--- src/rtl/m3_key_cmd_decode_pkg.sv ---
// m3_keyPkg: shared key indices, FSM state codes and timing defaults for the motor key decoder
package m3_keyPkg;
  localparam int K_START   = 0;
  localparam int K_FSTOP   = 1;
  localparam int K_INV     = 2;
  localparam int K_SPD_INC = 3;
  localparam int K_SPD_DEC = 4;
  localparam int K_PWR_INC = 5;
  localparam int K_PWR_DEC = 6;
  localparam int N_KEYS    = 7;
  localparam logic [3:0] DEB_TICKS_DEF = 4'd3;
  localparam logic [3:0] REL_TICKS_DEF = 4'd5;
  typedef enum logic [1:0] {ST_IDLE = 2'd0, ST_RUN = 2'd1, ST_FSTOP = 2'd2} state_t;
endpackage

--- src/rtl/m3_key_cmd_decode_debounce.sv ---
// m3_keyDebounce: one key -- 2-FF sync, tick-sampled debounce counter, stable level and press pulse
// Ports: clkI/nRstI clock and async active-low reset; tickI 100 Hz sample strobe;
// keyNi raw active-low key; stableO debounced level (1 = pressed); pressO 1-cycle pulse on press.
module m3_keyDebounce
  import m3_keyPkg::*;
#(
  parameter logic [3:0] DEB_TICKS = DEB_TICKS_DEF
) (
  input  logic clkI,
  input  logic nRstI,
  input  logic tickI,
  input  logic keyNi,
  output logic stableO,
  output logic pressO
);
  logic [1:0] sync_q;
  logic [3:0] cnt_q, cnt_d, cnt_inc;
  logic       stable_q, stable_d, press_q, differ, flip;
  always_comb begin
    differ   = ~sync_q[1] != stable_q;
    cnt_inc  = (cnt_q == 4'hF) ? cnt_q : cnt_q + 4'd1;
    flip     = tickI && differ && (cnt_inc >= DEB_TICKS);
    cnt_d    = !tickI ? cnt_q : (!differ || flip) ? 4'd0 : cnt_inc;
    stable_d = stable_q ^ flip;
  end
  always_ff @(posedge clkI or negedge nRstI) begin
    if (!nRstI) begin
      sync_q   <= 2'b11;
      cnt_q    <= 4'd0;
      stable_q <= 1'b0;
      press_q  <= 1'b0;
    end else begin
      sync_q   <= {sync_q[0], keyNi};
      cnt_q    <= cnt_d;
      stable_q <= stable_d;
      press_q  <= flip & ~stable_q;
    end
  end
  assign stableO = stable_q;
  assign pressO  = press_q;
endmodule

--- src/rtl/m3_key_cmd_decode.sv ---
// m3_key_cmd_decode: debounces seven motor keys and runs the idle/run/force-stop command FSM
// Ports: clkI 1 MHz clock; nRstI async active-low reset; clk100hzI 100 Hz sample wave (data);
// keyNi raw active-low keys; m3startO run request (0 = run); m3forceStopO force-stop flag;
// m3invRotateO direction level; m3speed*/m3power* debounced hold levels, live only while running.
module m3_key_cmd_decode
  import m3_keyPkg::*;
#(
  parameter logic [3:0] DEB_TICKS = DEB_TICKS_DEF,
  parameter logic [3:0] REL_TICKS = REL_TICKS_DEF
) (
  input  logic       clkI,
  input  logic       nRstI,
  input  logic       clk100hzI,
  input  logic [6:0] keyNi,
  output logic       m3startO,
  output logic       m3forceStopO,
  output logic       m3invRotateO,
  output logic       m3speedINCo,
  output logic       m3speedDECo,
  output logic       m3powerINCo,
  output logic       m3powerDECo
);
  logic [2:0]        c100_q;
  logic              tick, any_key, run_d;
  logic [N_KEYS-1:0] stable, press;
  logic [3:0]        rel_q, rel_d, rel_inc;
  state_t            state_q, state_d;
  logic              inv_q, inv_d, start_q, fstop_q, spd_inc_q, spd_dec_q, pwr_inc_q, pwr_dec_q;
  assign tick = c100_q[1] & ~c100_q[2];
  for (genvar i = 0; i < N_KEYS; i++) begin : g_key
    m3_keyDebounce #(.DEB_TICKS(DEB_TICKS)) u_deb (
      .clkI   (clkI),
      .nRstI  (nRstI),
      .tickI  (tick),
      .keyNi  (keyNi[i]),
      .stableO(stable[i]),
      .pressO (press[i])
    );
  end
  // a press pulse always coincides with its stable bit; OR-ing it in keeps the release timer honest
  assign any_key = |stable | |press;
  always_comb begin
    state_d = state_q;
    inv_d   = inv_q;
    rel_d   = 4'd0;
    rel_inc = (rel_q == 4'hF) ? rel_q : rel_q + 4'd1;
    if (state_q == ST_IDLE) begin
      state_d = press[K_START] ? ST_RUN : ST_IDLE;
      inv_d   = inv_q ^ press[K_INV];
    end else if (state_q == ST_RUN) begin
      state_d = press[K_START] ? ST_IDLE : ST_RUN;
    end else begin
      rel_d = any_key ? 4'd0 : tick ? rel_inc : rel_q;
      if (!any_key && tick && rel_inc >= REL_TICKS) begin
        state_d = ST_IDLE;
        rel_d   = 4'd0;
      end
    end
    if (press[K_FSTOP]) state_d = ST_FSTOP;
    run_d = state_d == ST_RUN;
  end
  always_ff @(posedge clkI or negedge nRstI) begin
    if (!nRstI) begin
      c100_q    <= 3'b000;
      state_q   <= ST_IDLE;
      rel_q     <= 4'd0;
      inv_q     <= 1'b0;
      start_q   <= 1'b1;
      fstop_q   <= 1'b0;
      spd_inc_q <= 1'b0;
      spd_dec_q <= 1'b0;
      pwr_inc_q <= 1'b0;
      pwr_dec_q <= 1'b0;
    end else begin
      c100_q    <= {c100_q[1:0], clk100hzI};
      state_q   <= state_d;
      rel_q     <= rel_d;
      inv_q     <= inv_d;
      start_q   <= !run_d;
      fstop_q   <= state_d == ST_FSTOP;
      spd_inc_q <= run_d & stable[K_SPD_INC] & ~stable[K_SPD_DEC];
      spd_dec_q <= run_d & stable[K_SPD_DEC] & ~stable[K_SPD_INC];
      pwr_inc_q <= run_d & stable[K_PWR_INC] & ~stable[K_PWR_DEC];
      pwr_dec_q <= run_d & stable[K_PWR_DEC] & ~stable[K_PWR_INC];
    end
  end
  assign m3startO     = start_q;
  assign m3forceStopO = fstop_q;
  assign m3invRotateO = inv_q;
  assign m3speedINCo  = spd_inc_q;
  assign m3speedDECo  = spd_dec_q;
  assign m3powerINCo  = pwr_inc_q;
  assign m3powerDECo  = pwr_dec_q;
endmodule

--- config.mk ---
export PLATFORM = sky130hd
export DESIGN_NAME = m3_key_cmd_decode
export DESIGN_NICKNAME = d
export VERILOG_FILES = /design/src/rtl/m3_key_cmd_decode_pkg.sv /design/src/rtl/m3_key_cmd_decode_debounce.sv /design/src/rtl/m3_key_cmd_decode.sv
export SDC_FILE = /design/constraint.sdc
export NUM_CORES = 1
export LEC_CHECK = 0
export BUFFER_PORTS_ARGS = -buffer_cell sky130_fd_sc_hd__buf_2
export CAP_MARGIN = 10
export CORE_MARGIN = 2
export CORE_UTILIZATION = 65
export CTS_BUF_LIST = sky130_fd_sc_hd__clkbuf_4 sky130_fd_sc_hd__clkbuf_8 sky130_fd_sc_hd__clkbuf_16
export CTS_CLUSTER_DIAMETER = 200
export DETAILED_ROUTE_END_ITERATION = 6
export HOLD_SLACK_MARGIN = 0.02
export PLACE_DENSITY = 0.94
export SETUP_SLACK_MARGIN = 0.02
export SLEW_MARGIN = 20
export SYNTH_ARGS = -nofsm -noshare
export SYNTH_HDL_FRONTEND = slang
export SYNTH_HIERARCHICAL = 1
export SYNTH_SLANG_ARGS = --single-unit
export TNS_END_PERCENT = 20
--- constraint.sdc ---
create_clock -name clkI -period 3.6 [get_ports clkI]
set_input_delay 0.18 -clock clkI [delete_from_list [all_inputs] [get_ports clkI]]
set_output_delay 0.18 -clock clkI [all_outputs]
set_load 0.02 [all_outputs]
==> results.md, run 1 <==
* Vias in the first global route at 2037
* Port Buffers at 16
* Max-Cap Viols at 0
* H-tree depth at 3
* Critical path arrival at 2570 ps
* DRT iter0 DRCs at 87
* Nets at 316
* CTS tree: done
* Clk root buf: clkbuf_8
* Clock Skew at 10.1 ps
* Fmax at 428 MHz
* Post-route DRC at 0
* R2R Path End: m3forceStopO$_DFF_PN0_
* Register-to-Register Setup Slack at 1260 ps
* Yosys reg bits at 72
* Final Hold Fails at 0
* DP HPWL at 3.77 mm
* Die span in y at 74.0 µm
* Cts bufs inserted at 9
* Unique masters post-synth at 30
* Synth Net Count at 277
* DRT antenna net count at 0
* Sink Count at 72
* Synth-to-Final Area Change at 14.6%
* Number of diodes at 0
* Overall routed net length at 5.40 mm
* Ys async rst share at 100%
* Slew @ Worst Pin at 759 ps
* Pwr Density at 685 nW/µm²
* Static leakage at 1.81 nW
* Die Wd at 74.0 µm
* Pin count of the biggest net entering global routing at 32
* RSZ-0062 raised after global routing: false
* Peak supply drop at 460 µV
* Post-synth EDFFs at 0
* Tmin final at 2340 ps
* IO Pins at 17
* DR pass1 iterations at 4
* RR Startpoint: rel_q[0]$_DFFE_PN0P_
* Synth area leaders: dfrtp_1, dfstp_2, nor2b_1
* Commonest non-fill, non-tap cell in the layout: dfrtp_1
* CP max stage delay at 560 ps
* Fillers at 276
* Share of the synthesized area in the top cell type at 44.7%
* Mapped Area at 3190 µm²
* Gpl congestion at 0.831
* TNS Setup at 0 ps
* DR vias at 1976
* Max transition margin at 49.3%
* Final core occ at 77.4%
* Slowest stage cell on the critical path: or4_4
* Critical path required time at 3830 ps
* Grt total ovfl at 0
* FF/Latch Area at 1820 µm²
* Type of the worst setup path: reg -> reg
* CP Max Fanout at 6
* Clk Latency, worst-skew pair at 340 ps
* Register area share after synthesis at 57.1%
* Mapped Avg Cell Area at 12.7 µm²
* Synth Warn # at 6
* Share of layout cells above drive strength 1 at 20.3%
* Multi-input gate area at 1270 µm²
* Setup crit start kind: flip-flop
* Cell Rows at 25
* Wire length per cell at 14.9 µm
* Gr usage total at 23.0%
* Antenna violations before repair at 0
* Critical path, cell by cell: inv_1 -> ha_1 -> o21a_1 -> nor3_1 -> or4_4 -> or3_1 -> a31o_1
* Commonest non-fill, non-tap cells in the layout: dfrtp_1, nor2b_1, inv_1, ha_1, buf_2
* CP endpoint kind: flip-flop
* Via-per-instance ratio at 5.46
* Area leader, netlist: dfrtp_1
* Period Utilization, post-route at 65.0%
* Slew Limit Fails at 0
* First-pass GRT wire length at 9.16 mm
* Core area at 4720 µm²
* Setup violators final at 0
* HP Class: in -> async
* CTS clk-pin slew, worst paths at 70 ps
* Initial core utilization at 67.5%
* Status: finished clean
* Die area at 5480 µm²
* FF-to-FF path depth at 7
* CTS max path bufs at 2
* Ys flop type: dfrtp_1
* Post-Synthesis Cells at 251
## through the flow
stage	setup WS [ps]	total power, mW	cells	hold WS [ps]	cell area [µm²]
2_1_floorplan	1440	1.72	251	-116	3190
3_3_place_gp	1400	1.85	337	157	3380
3_5_place_dp	1310	1.93	337	168	3380
4_1_cts	1280	2.53	362	337	3650
5_1_grt	1200	2.67	362	351	3650
6_report	1260	2.50	362	331	3650
## Yosys cell counts, types with 3 or more instances
| cell type | count |
|---|---|
| a2111oi_4 | 7 |
| and2_1 | 7 |
| a21bo_1 | 7 |
| nand2_1 | 3 |
| nor3b_1 | 4 |
| inv_1 | 25 |
| nor2b_1 | 42 |
| dfrtp_1 | 57 |
| xnor2_1 | 9 |
| ha_1 | 16 |
| a41o_1 | 7 |
| nand3_1 | 3 |
| a31o_1 | 8 |
| dfstp_2 | 15 |
| a21oi_1 | 5 |
| nand4_1 | 4 |
| nor2_1 | 14 |
## cells by family after synthesis
logic type	Yosys count	synth area share, %
AND/OR/NAND/NOR	91	17.0
buffers and inverters	26	3.06
flip-flops	72	57.1
XOR/XNOR	9	2.47
adder cells (fa/ha/maj)	16	6.28
AO/OA/AOI/OAI	37	14.1
## metal layers
| metal | vias up | wire length [µm] | track usage (%) |
|---|---|---|---|
| met5 | - | 0 | 0 |
| li1 | 949 | - | - |
| met3 | 9 | 106 | 6.78 |
| met2 | 27 | 2920 | 39.5 |
| met1 | 991 | 2280 | 26.3 |
| met4 | 0 | 96 | 11.3 |
## worst max path at each step
stage / slack [ps] / endpoint / cells past startpoint / start
floorplan: 1440 / m3forceStopO$_DFF_PN0_ / 7 / rel_q[0]$_DFFE_PN0P_
global placement: 1400 / m3forceStopO$_DFF_PN0_ / 7 / rel_q[0]$_DFFE_PN0P_
detailed placement: 1310 / m3forceStopO$_DFF_PN0_ / 7 / rel_q[0]$_DFFE_PN0P_
CTS: 1280 / m3forceStopO$_DFF_PN0_ / 7 / rel_q[0]$_DFFE_PN0P_
global route: 1200 / g_key[6].u_deb/stableO$_DFF_PN0_ / 7 / c100_q[2]$_DFF_PN0_
finish: 1260 / m3forceStopO$_DFF_PN0_ / 7 / rel_q[0]$_DFFE_PN0P_
## cell type report
class,count,share of cell area (%)
sequential,72,49.8
multi-input combinational,153,34.7
timing repair buffer,29,5.48
clock buffer,15,4.96
inverter,25,2.57
tap,67,2.29
clock inverter,1,0.137
## worst max-delay path: cells and delay by family, from the launching register on
family          cells  cell delay (ps)
fa+ha+maj           1              350
compound gates      2              370
buf+inv             1               90
flops               1              430
simple gates        3             1000
## sequential cells by signal (all words and copies together) (netlist names), 2 cells and up
| signal | cells |
|---|---|
| g_key.u_deb/cnt_q | 28 |
| g_key.u_deb/sync_q | 14 |
| g_key.u_deb/pressO | 7 |
| g_key.u_deb/stableO | 7 |
| rel_q | 4 |
| c100_q | 3 |
| state_q | 2 |
## repair_timing
item                                   CTS  global route
hold buffers                             9             0
endpoints found under the hold margin   19             0
setup buffers                            0             0
gates resized for setup                  0             0
## report_power, final
part	internal, mW	switching, mW	total, mW
sequential	0.982	0.148	1.13
clock	0.318	0.267	0.585
combinational	0.382	0.407	0.789
Power figures use the tool's default switching activity.
==> run 2: changes to the inputs <==
- CORE_UTILIZATION: 65 -> 54
- PLACE_DENSITY: 0.94 -> 0.85
- clock period: 3.6 -> 1.9 ns (I/O delays scaled with it)
==> results.md, run 2 (synthesis gave the netlist of run 1 again) <==
* Critical path, cell by cell: buf_4 -> buf_4 -> nand4_1 -> nor4_1 -> or4_4 -> or3_4 -> a21o_2
* Gate power share at 30.7%
* Gpl congestion at 0.827
* Failing checks: negative setup slack
* NetSw at 1.65 mW
* Type of the worst setup path: reg -> reg
* CP dominant cell by count: buf_4
* Pin count of the biggest net entering global routing at 41
* Synth-to-Final Area Change at 21.4%
* Core area at 5610 µm²
* Clk Latency, worst-skew pair at 340 ps
* Pwr Density at 1350 nW/µm²
* Final Hold Fails at 0
* CP Max Fanout at 3
* Max reg flops at 28
* Fillers at 405
* Slew Limit Fails at 0
* Post-route DRC at 0
* CP endpoint kind: flip-flop
* Slowest stage cell on the critical path: or4_4
* Static leakage at 1.91 nW
* Number of diodes at 0
* Share of layout cells above drive strength 1 at 25.7%
* CP max stage delay at 530 ps
* H-tree depth at 3
* Slew @ Worst Pin at 556 ps
* GR Util met1 at 26.4%
* Nets at 328
* CTS tree: done
* Wire length per cell at 15.2 µm
* CTS max path bufs at 2
* Largest Register: g_key.u_deb/cnt_q
* Tmin final at 2050 ps
* Die Wd at 80.8 µm
* HP Class: in -> async
* Cell Rows at 27
* Max transition margin at 62.6%
* Met3 usage at 5.11%
* FF/Latch Area at 1820 µm²
* Overall routed net length at 5.74 mm
* DR pass1 iterations at 4
* First-pass GRT wire length at 9.94 mm
* Cts bufs inserted at 9
* Multi-input gate area at 1300 µm²
* Initial core utilization at 56.8%
* Period Utilization, post-route at 108%
* Via-per-instance ratio at 5.31
* Clk pwr share at 28.6%
* Critical path arrival at 2290 ps
* Port Buffers at 16
* CP top delay family: simple AND/OR/NAND/NOR gates
* Int Pwr at 3.58 mW
* RSZ-0062 raised after global routing: true
* Fmax at 487 MHz
* Clock Skew at 9.27 ps
* Hold WS at 275 ps
* Sink Count at 72
* Placement-stage cell area at 3500 µm²
* CP Buf/Inv Count at 2
* Antenna violations before repair at 0
* Status: finished, violations left
* Setup violators final at 2
* Setup crit start kind: flip-flop
* Die span in y at 80.8 µm
* Critical path required time at 2140 ps
* DRT antenna net count at 0
* Post-route cell area at 3870 µm²
* Sequential share of power at 40.6%
* Commonest non-fill, non-tap cell in the layout: dfrtp_1
* Grt total ovfl at 0
* Vias in the first global route at 2077
* Clk root buf: clkbuf_8
* DP HPWL at 3.82 mm
* DR vias at 2014
* Commonest non-fill, non-tap cells in the layout: dfrtp_1, nor2b_1, inv_1, buf_2, dfstp_2
* Final WS setup at -152 ps
* Gr usage total at 20.6%
* Die area at 6530 µm²
* DRT iter0 DRCs at 126
* Placed cell count at 352
* Peak supply drop at 895 µV
* CTS clk-pin slew, worst paths at 80 ps
* TNS Setup at -294 ps
* Max-Cap Viols at 0
* Met2 Use GR at 32.1%
* Gr busiest metal: met2
* IO Pins at 17
* Switching share of power at 31.5%
* Fin cells at 379
* Largest regs: g_key.u_deb/cnt_q x28, g_key.u_deb/sync_q x14
-- run 2: cell types whose count changed in the layout (fill, tap and decap cells not counted), moves of 2 or more --
cell,before,now
a21oi_2,0,2
inv_1,25,23
buf_12,0,2
buf_4,4,14
inv_2,0,2
bufinv_16,0,3
ha_1,16,14
a21oi_1,5,3
clkbuf_4,4,0
-- run 2: timing repair --
item                                    in CTS  in global routing
setup buffers                                2                  0
endpoints found under the hold margin       25                  0
hold buffers                                 9                  0
endpoints found under the setup margin       5                  8
pin swaps                                    1                  3
resized for setup                            2                  2
-- run 2: final timing paths --
kind	startpoint	end	slack, ps	cells after the start
setup / recovery	rel_q[1]$_DFFE_PN0P_	state_q[1]$_DFF_PN0_	-150	7
hold / removal	nRstI	m3speedDECo$_DFF_PN0_	280	2
setup reg to reg	rel_q[1]$_DFFE_PN0P_	state_q[1]$_DFF_PN0_	-150	7
hold reg to reg	g_key[4].u_deb/sync_q[0]$_DFF_PN1_	g_key[4].u_deb/sync_q[1]$_DFF_PN1_	360	0
max in group asynchronous	nRstI	g_key[0].u_deb/sync_q[1]$_DFF_PN1_	910	3
min in group clkI	g_key[4].u_deb/sync_q[0]$_DFF_PN1_	g_key[4].u_deb/sync_q[1]$_DFF_PN1_	360	0
-- run 2: metrics by stage --
stage	total power, mW	util [%]	setup WS (ps)
after CTS	5.28	68.9	-130
after global placement	3.60	62.4	-82.3
after floorplan	3.26	-	-95.9
after global routing	5.56	69.0	-202
final	5.23	69.0	-152
after detailed placement	3.72	62.4	-168
-- run 2: area by class of cell --
cell class,count,share of cell area [%]
Inverter,25,2.42
Sequential cell,72,47.0
Tap cell,72,2.33
Timing Repair Buffer,41,8.14
Clock buffer,11,3.91
Clock inverter,5,2.65
Multi-Input combinational cell,153,33.5
-- run 2: per-layer routing --
layer  part of all wire, %  vias up
li1                      -      966
met1                    43      993
met2                    50       40
met3                   3.5       15
met4                   3.1        0
met5                     0        -
-- run 2: power groups by stage --
stage | sequential (mW) | clock, mW | combinational, mW
floorplan | 2.15 | 0 | 1.11
detailed placement | 2.15 | 0 | 1.58
CTS | 2.12 | 1.53 | 1.63
finish | 2.13 | 1.50 | 1.61
global route | 2.17 | 1.60 | 1.79
global placement | 2.12 | 0 | 1.47
-- run 2: worst reg2reg max path, delay by kind of cell (launching register included) --
family	cells	cell delay [ps]
AOI/OAI and AO/OA	1	190
DFF	1	420
buffers and inverters	2	290
and+or+nand+nor	4	1060
==> run 3: changes to the inputs <==
- ABC_AREA: default -> 1
- CORE_UTILIZATION: 54 -> 55
- CTS_BUF_LIST: sky130_fd_sc_hd__clkbuf_4 sky130_fd_sc_hd__clkbuf_8 sky130_fd_sc_hd__clkbuf_16 -> sky130_fd_sc_hd__clkbuf_16
==> results.md, run 3 <==
* CTS max path bufs at 2
* Mapped Area at 3610 µm²
* Clk Latency, worst-skew pair at 330 ps
* HP Class: in -> async
* Vias in the first global route at 2921
* Register area share after synthesis at 50.5%
* First-pass GRT wire length at 11.9 mm
* CP top delay family: simple AND/OR/NAND/NOR gates
* H-tree depth at 3
* Type of the worst setup path: reg -> reg
* Unique masters post-synth at 23
* Area leader, netlist: dfrtp_1
* Mapped Avg Cell Area at 8.12 µm²
* Fmax at 600 MHz
* CP dominant cell by count: nand2_1
* Slew @ Worst Pin at 379 ps
* Cts bufs inserted at 9
* Post-route cell area at 4190 µm²
* Nets at 509
* Static leakage at 2.22 nW
* Final Hold Fails at 0
* DRT antenna net count at 0
* DR pass1 iterations at 5
* Gr usage total at 20.9%
* Share of the synthesized area in the top cell type at 39.5%
* Critical path arrival at 1880 ps
* Synth Net Count at 470
* Commonest non-fill, non-tap cells in the layout: nand2_1, inv_1, dfrtp_1, nor2_1, nand4_1
* Setup crit start kind: flip-flop
* CP max stage delay at 410 ps
* Die area at 7220 µm²
* CTS tree: done
* Slowest stage cell on the critical path: dfrtp_1
* Yosys reg bits at 72
* Pwr Density at 1200 nW/µm²
* Period Utilization, post-route at 87.7%
* Critical path required time at 2110 ps
* Clk root buf: clkbuf_16
* Commonest non-fill, non-tap cell in the layout: nand2_1
* Antenna violations before repair at 0
* Peak supply drop at 677 µV
* Largest Register: g_key.u_deb/cnt_q
* Total chip power at 5.04 mW
* CP Max Fanout at 4
* DRT iter0 DRCs at 169
* Synth area leaders: dfrtp_1, nand2_1, dfstp_2
* Max-Cap Viols at 0
* Number of diodes at 0
* Gpl congestion at 0.870
* Die span in y at 85.0 µm
* Ys flop type: dfrtp_1
* Core area at 6350 µm²
* Largest regs: g_key.u_deb/cnt_q x28, g_key.u_deb/sync_q x14
* Post-synth EDFFs at 0
* TNS Setup at 0 ps
* Max transition margin at 74.7%
* IO Pins at 17
* Via-per-instance ratio at 5.04
* Critical path, cell by cell: ha_1 -> nand3_2 -> nand2_1 -> nand3_1 -> nand2_1 -> nand2_1 -> nand2_2 -> nand2_1 -> inv_1 -> nor2_1 -> nor2_1
* Die Wd at 85.0 µm
* CP Buf/Inv Count at 1
* Pin count of the biggest net entering global routing at 58
* Ys async rst share at 100%
* DP HPWL at 4.74 mm
* Grt total ovfl at 0
* Share of layout cells above drive strength 1 at 16.6%
* Setup violators final at 0
* CP endpoint kind: flip-flop
* Clock Skew at 5.54 ps
* Fillers at 477
* Final core occ at 66.0%
* Initial core utilization at 56.8%
* Count leader, synth: nand2_1
* Synth-to-Final Area Change at 16.1%
* Port Buffers at 16
* Post-Synthesis Cells at 444
* CTS clk-pin slew, worst paths at 50 ps
* Wire length per cell at 11.7 µm
* Placement-stage cell area at 3820 µm²
* Post-CTS sizing at 0
* Max reg flops at 28
* Placed cell count at 540
* Overall routed net length at 6.63 mm
* Slew Limit Fails at 0
* Post-route DRC at 0
* Sink Count at 72
* Status: finished clean
* Cell Rows at 29
* RSZ-0062 raised after global routing: false
* Fin cells at 565
* Synth Warn # at 6
* Tmin final at 1670 ps
* DR vias at 2849
* Synth top cells by count: nand2_1, inv_1, dfrtp_1
[run 3: cell types whose count changed in the layout (fill, tap and decap cells not counted), moves of 11 or more]
| cell | before | now |
|---|---|---|
| nand4_1 | 4 | 23 |
| nand2_1 | 3 | 147 |
| buf_4 | 14 | 2 |
| nor2_2 | 0 | 14 |
| clkbuf_8 | 11 | 0 |
| nor2_1 | 14 | 37 |
| nor2b_1 | 42 | 0 |
| inv_1 | 23 | 80 |
[run 3: worst reg2reg max path, cell delays in order, from the launching register on]
cell and delay, ps:
dfrtp_1 410, ha_1 280, nand3_2 130, nand2_1 70, nand3_1 80, nand2_1 60
nand2_1 70, nand2_2 70, nand2_1 130, inv_1 70, nor2_1 130, nor2_1 60
[run 3: area by class of cell]
| class | instances | area [µm²] | area share, % |
|---|---|---|---|
| clock buffer | 9 | 225 | 5.38 |
| sequential | 72 | 1820 | 43.5 |
| clock inverter | 7 | 55.1 | 1.31 |
| multi-input combinational | 287 | 1470 | 35.0 |
| tap | 77 | 96.3 | 2.30 |
| timing repair buffer | 28 | 205 | 4.90 |
| inverter | 85 | 319 | 7.62 |
[run 3: final timing paths]
check / startpoint / endpoint / slack, ps / cells after the start
min reg2reg: g_key[2].u_deb/sync_q[0]$_DFF_PN1_ / g_key[2].u_deb/sync_q[1]$_DFF_PN1_ / 350 / 0
min: nRstI / g_key[1].u_deb/cnt_q[3]$_DFFE_PN0P_ / 220 / 2
max in group asynchronous: nRstI / g_key[6].u_deb/sync_q[0]$_DFF_PN1_ / 1020 / 3
max reg2reg: rel_q[0]$_DFFE_PN0P_ / m3forceStopO$_DFF_PN0_ / 230 / 11
min in group clkI: g_key[2].u_deb/sync_q[0]$_DFF_PN1_ / g_key[2].u_deb/sync_q[1]$_DFF_PN1_ / 350 / 0
max: rel_q[0]$_DFFE_PN0P_ / m3forceStopO$_DFF_PN0_ / 230 / 11
[run 3: kinds of logic after synthesis]
family	count (synthesis)	synth area share (%)
compound gates	20	4.13
fa+ha+maj	16	5.55
simple gates	249	30.5
xor+xnor	2	0.486
buf+inv	85	8.85
flops	72	50.5
[run 3: stage by stage]
stage	hold WS [ps]	setup WS [ps]
finish	223	233
global route	273	76.2
CTS	232	254
global placement	31.8	317
floorplan	-201	274
detailed placement	36.1	269
[run 3: power by group]
group	leakage [nW]	internal, mW	switching [mW]	total [mW]
registers	0.918	1.82	0.259	2.08
logic	1.16	0.527	0.862	1.39
clock network	0.147	0.991	0.580	1.57
total	2.22	3.34	1.70	5.04
[run 3: routing by layer]
layer	vias to the layer above	routed length, µm	GRT usage (%)
met5	-	0	0
met2	54	3310	35.9
li1	1445	-	-
met1	1331	2890	24.1
met3	19	227	4.96
met4	0	197	11.1
[run 3: repair_timing]
item                                   in CTS  in global routing
hold buffers                                9                  0
endpoints found under the hold margin      23                  0
setup buffers                               0                  0
